### config.mk
export PLATFORM = sky130hd
export DESIGN_NAME = sync_fifo
export DESIGN_NICKNAME = d
export VERILOG_FILES = /design/src/rtl/sync_fifo.sv
export SDC_FILE = /design/constraint.sdc
export NUM_CORES = 1
export LEC_CHECK = 0
export CAP_MARGIN = 20
export CORE_ASPECT_RATIO = 1.2
export CORE_MARGIN = 4
export CORE_UTILIZATION = 53
export DETAILED_ROUTE_END_ITERATION = 8
export PLACE_DENSITY = 0.73
export SKIP_CTS_REPAIR_TIMING = 1
export SLEW_MARGIN = 5
export SYNTH_ARGS = -nofsm -noshare
export SYNTH_HDL_FRONTEND = slang
export SYNTH_SLANG_ARGS = --single-unit
export TNS_END_PERCENT = 5
### constraint.sdc
create_clock -name i_clk -period 4.1 [get_ports i_clk]
set_clock_uncertainty 0.1 [all_clocks]
set_input_delay 0.82 -clock i_clk [delete_from_list [all_inputs] [get_ports i_clk]]
set_output_delay 0.82 -clock i_clk [all_outputs]
set_load 0.005 [all_outputs]
### src/rtl/sync_fifo.sv
// Synchronous FIFO with occupancy count, threshold flags and sticky overflow/underflow.
// Define SYNC_FIFO_FWFT_EN for first-word fall-through reads; default is registered reads.
module sync_fifo #(
    parameter int unsigned WIDTH     = 32,
    parameter int unsigned DEPTH     = 16,
    parameter int unsigned AF_THRESH = DEPTH - 2,
    parameter int unsigned AE_THRESH = 2
) (
    input  logic                     i_clk,
    input  logic                     i_rst,
    input  logic [WIDTH-1:0]         i_wr_data,
    input  logic                     i_wr_en,
    input  logic                     i_rd_en,
    input  logic                     i_clr_err,
    output logic [WIDTH-1:0]         o_rd_data,
    output logic                     o_full_c,
    output logic                     o_empty_c,
    output logic                     o_almost_full_c,
    output logic                     o_almost_empty_c,
    output logic [$clog2(DEPTH):0]   o_count,
    output logic                     o_overflow,
    output logic                     o_underflow
);

    localparam int unsigned AW = $clog2(DEPTH);
    localparam int unsigned CW = AW + 1;

    logic [WIDTH-1:0] r_mem [DEPTH];
    logic [CW-1:0]    r_wr_ptr;
    logic [CW-1:0]    r_rd_ptr;
    logic [CW-1:0]    r_count;
    logic             r_overflow;
    logic             r_underflow;
    logic             w_wr_acc;
    logic             w_rd_acc;

    // Flags decode the registered count only, so acceptance never depends on same-cycle requests.
    assign o_full_c         = (r_count == CW'(DEPTH));
    assign o_empty_c        = (r_count == CW'(0));
    assign o_almost_full_c  = (r_count >= CW'(AF_THRESH));
    assign o_almost_empty_c = (r_count <= CW'(AE_THRESH));
    assign o_count          = r_count;
    assign o_overflow       = r_overflow;
    assign o_underflow      = r_underflow;

    assign w_wr_acc = i_wr_en && !o_full_c;
    assign w_rd_acc = i_rd_en && !o_empty_c;

    // Storage is intentionally not reset.
    always_ff @(posedge i_clk) begin
        if (w_wr_acc) begin
            r_mem[r_wr_ptr[AW-1:0]] <= i_wr_data;
        end
    end

    always_ff @(posedge i_clk or posedge i_rst) begin
        if (i_rst) begin
            r_wr_ptr <= '0;
            r_rd_ptr <= '0;
            r_count  <= '0;
        end else begin
            if (w_wr_acc) begin
                r_wr_ptr <= r_wr_ptr + CW'(1);
            end
            if (w_rd_acc) begin
                r_rd_ptr <= r_rd_ptr + CW'(1);
            end
            unique case ({w_wr_acc, w_rd_acc})
                2'b10:   r_count <= r_count + CW'(1);
                2'b01:   r_count <= r_count - CW'(1);
                default: r_count <= r_count;
            endcase
        end
    end

    // Sticky errors: a new violation in the clearing cycle keeps the flag set.
    always_ff @(posedge i_clk or posedge i_rst) begin
        if (i_rst) begin
            r_overflow  <= 1'b0;
            r_underflow <= 1'b0;
        end else begin
            if (i_wr_en && o_full_c) begin
                r_overflow <= 1'b1;
            end else if (i_clr_err) begin
                r_overflow <= 1'b0;
            end
            if (i_rd_en && o_empty_c) begin
                r_underflow <= 1'b1;
            end else if (i_clr_err) begin
                r_underflow <= 1'b0;
            end
        end
    end

`ifdef SYNC_FIFO_FWFT_EN
    assign o_rd_data = r_mem[r_rd_ptr[AW-1:0]];
`else
    logic [WIDTH-1:0] r_rd_data;

    always_ff @(posedge i_clk or posedge i_rst) begin
        if (i_rst) begin
            r_rd_data <= '0;
        end else if (w_rd_acc) begin
            r_rd_data <= r_mem[r_rd_ptr[AW-1:0]];
        end
    end

    assign o_rd_data = r_rd_data;
`endif

endmodule

==> key figures <==
STA
  • Final Hold Viols: 0
  • Worst-Margin Slew: 929 ps
  • Slew Limit Fails: 0
  • Max-slew headroom: 0.381
  • Minimum clock period: around 3300 ps
  • Unrepaired setup endpoints after global routing: false
  • Fmax: about 300 MHz
  • # setup viols final: 0
  • Crit share post-route: 0.798

Worst setup path
  • CP max stage cell: clkdlybuf4s50_1
  • FF-to-FF path depth: 11
  • Worst EP required: ~3200 ps
  • Largest stage delay on the critical path: ~560 ps
  • Crit. End Element: output pin
  • Arrival @ worst endpoint: ~2400 ps
  • Critical-path cell list: or3_4 > nor3_1 > clkdlybuf4s50_1
  • Crit-path max FO: 11
  • WS Path Type: reg -> out
  • Startpoint Class: register

Yosys
  • Sequential-to-total area share from yosys stat: 0.777
  • Post-synth EDFFs: roughly 510
  • Yosys top cell by area: edfxtp_1
  • Syn Inst Count: between 900 and 1000
  • Synthesized flop and latch total: between 500 and 600
  • Top cell type's share of synthesized area: 0.721
  • Ys flop type: edfxtp_1
  • Synth cell types: 43
  • Syn_nets: 1005
  • Synth warn: 0
  • Ys async rst share: 0.0841
  • Syn Std Cell Area: approximately 21000 um^2
  • Mean post-synth cell area: 22.2 um^2
  • Ranking of synthesized cells by area: edfxtp_1, mux4_2, dfrtp_1

Place
  • Port Buf Inserts: just under 80
  • Placed Instances: 1556
  • Routability cong.: between 0.7 and 0.8
  • Placed cell areas: around 23000 um^2
  • Hpwl dp: about 28 mm

Floorplanning
  • Initial Utilization: 0.536
  • Die Span X: about 190 um
  • Die area: 43500 um^2
  • Core ar.: between 30000 and 40000 um^2
  • Row count: 80
  • Die height: approximately 230 um
  • Top Ports: 80

Global route
  • GRT Util Overall: 0.217
  • Initial antenna violation count: 0
  • First-pass GRT wire length: between 60 and 70 mm
  • Largest net degree at the start of global routing: between 60 and 70
  • Vias in the first global route: 10500
  • Aggregate global routing overflow: 0

Power and ir drop
  • Leak: 0.00795 uW
  • Power Dens Cells: 675 nW/um^2
  • Pwr Total: 16700 uW
  • Peak supply drop: around 0.39 mV

Finish
  • Post-layout nets: ~1100
  • Non-filler cells, final: 1653
  • Share of cells above drive strength 1: 0.258
  • Total inserted antenna cells: 0
  • Final instance area: about 25000 um^2
  • Area delta synth->final: 16.0%

Routing
  • Final wirelength: 46.1 mm
  • Final ANT Viol Nets: 0
  • Drt drc: 0
  • DR WL/cell: around 28 um
  • Via count: just over 10000
  • Iteration-0 DRC Markers: around 960
  • Vias per cell: between 6 and 7
  • Drt pass-1 iters: 5

CTS
  • Clock tree sinks: 559
  • Total clock buffers created by CTS: 51
  • Clock Latency Late Sink: about 570 ps
  • Clock slew at reported path FFs: approximately 60 ps
  • CTS Buffer Depth: 3
  • CTS tree: done
  • CTS HTree Levels: 2
  • CTS root buf: clkbuf_16

Hold path
  • Worst Hold Class: reg -> reg
  • WHS Path Cells: 1

Status
  • Status: complete, no violations

Flow run
  • Max-Cap Viols: 0
[sequential cells by signal, summed over array words and instances (netlist names)]
| name | count |
|---|---|
| o_count | 5 |
| o_overflow | 1 |
| o_underflow | 1 |
| r_mem | 512 |
| r_wr_ptr | 4 |
| o_rd_data | 32 |
| r_rd_ptr | 4 |
[cell families (layout without fill, tap and decap cells)]
kind of cell,count (synthesis),after routing,share of synthesized area
fa+ha+maj,8,8,0.00470
buf+inv,61,221,0.0141
flops,559,559,0.777
compound gates,85,85,0.0277
simple gates,61,61,0.0139
mux,175,175,0.158
xor+xnor,11,11,0.00452
[layout make-up]
| cell class | instances | area [um^2] |
|---|---|---|
| clock buffers | 68 | 1370 |
| clock inverters | 27 | 218 |
| fillers | 2679 | 15000 |
| inverters | 8 | 30.0 |
| multi-input cells | 340 | 4580 |
| flip-flops and latches | 559 | 16600 |
| well taps | 533 | 667 |
| repair buffers | 118 | 1290 |
[per-stage QoR]
step | hold slack (ps) | setup TNS (ps) | setup slack (ps) | utilization
after floorplan | 378 | -4180 | -44.3 | -
after global placement | 383 | 0 | 813 | 0.581
after detailed placement | 380 | 0 | 845 | 0.581
after CTS | 398 | 0 | 829 | 0.621
after global routing | 410 | 0 | 690 | 0.622
final | 398 | 0 | 830 | 0.622
[cell usage after synthesis, types with 2 or more instances]
library cell / number
o21ai_0: 3
nor2b_1: 2
mux2i_1: 28
clkbuf_1: 10
mux4_2: 128
inv_1: 7
nor2_1: 15
ha_1: 8
nand2b_1: 3
o221ai_1: 14
o22ai_1: 37
mux2_2: 19
buf_4: 5
nand2_1: 26
buf_1: 11
nor3_1: 5
a21oi_1: 21
xor2_1: 5
dfrtp_1: 47
or2_2: 2
xnor2_1: 6
edfxtp_1: 512
buf_6: 3
buf_2: 24
[path summary, 6_finish.rpt]
check | endpoint | slack (ps) | from
max reg2reg | o_count[4] | 1320 | o_count[1]
max in group asynchronous | o_rd_data[19] | 2830 | i_rst
min | o_overflow | 400 | o_overflow
min in group asynchronous | o_count[1] | 530 | i_rst
max | o_empty_c | 830 | o_count[2]
min reg2reg | o_overflow | 400 | o_overflow
[critical path, delay by kind of cell, from the launching register on]
family / cells / cell delay (ps)
buffers and inverters: 1 / 560
flip-flops: 1 / 500
AND/OR/NAND/NOR: 2 / 720
[power by group]
group	internal (uW)	leakage, uW	switching, uW
combinational	2340	0.00199	2270
sequential	6980	0.00517	549
clock	2540	0.000782	1990
total	11900	0.00795	4810
[layer usage]
layer  GRT usage  wire length [um]  vias up
met1       0.282             17700     5421
met3      0.0319              2280       77
met2       0.381             24700      353
li1            -                 -     4261
met5           0                 0        -
met4      0.0753              1410        0
[layout by cell type (no fill, tap or decap), drive strengths merged, types with 2 or more instances in the layout]
master / synthesis / final
nor2b: 2 / 2
nand4: 2 / 2
o31ai: 2 / 2
inv: 8 / 11
mux2: 19 / 19
a31oi: 2 / 2
nand2b: 4 / 4
clkdlybuf4s50: 0 / 79
o221ai: 14 / 14
xor2: 5 / 5
buf: 43 / 39
nor2: 15 / 15
or2: 2 / 2
xnor2: 6 / 6
bufinv: 0 / 3
a21oi: 21 / 21
mux2i: 28 / 28
nor3: 5 / 5
o22ai: 37 / 37
dfrtp: 47 / 47
ha: 8 / 8
nand2: 26 / 26
clkinv: 0 / 20
mux4: 128 / 128
clkbuf: 10 / 68
o21ai: 3 / 3
edfxtp: 512 / 512
Note: power is estimated with default switching activity, not from simulation.
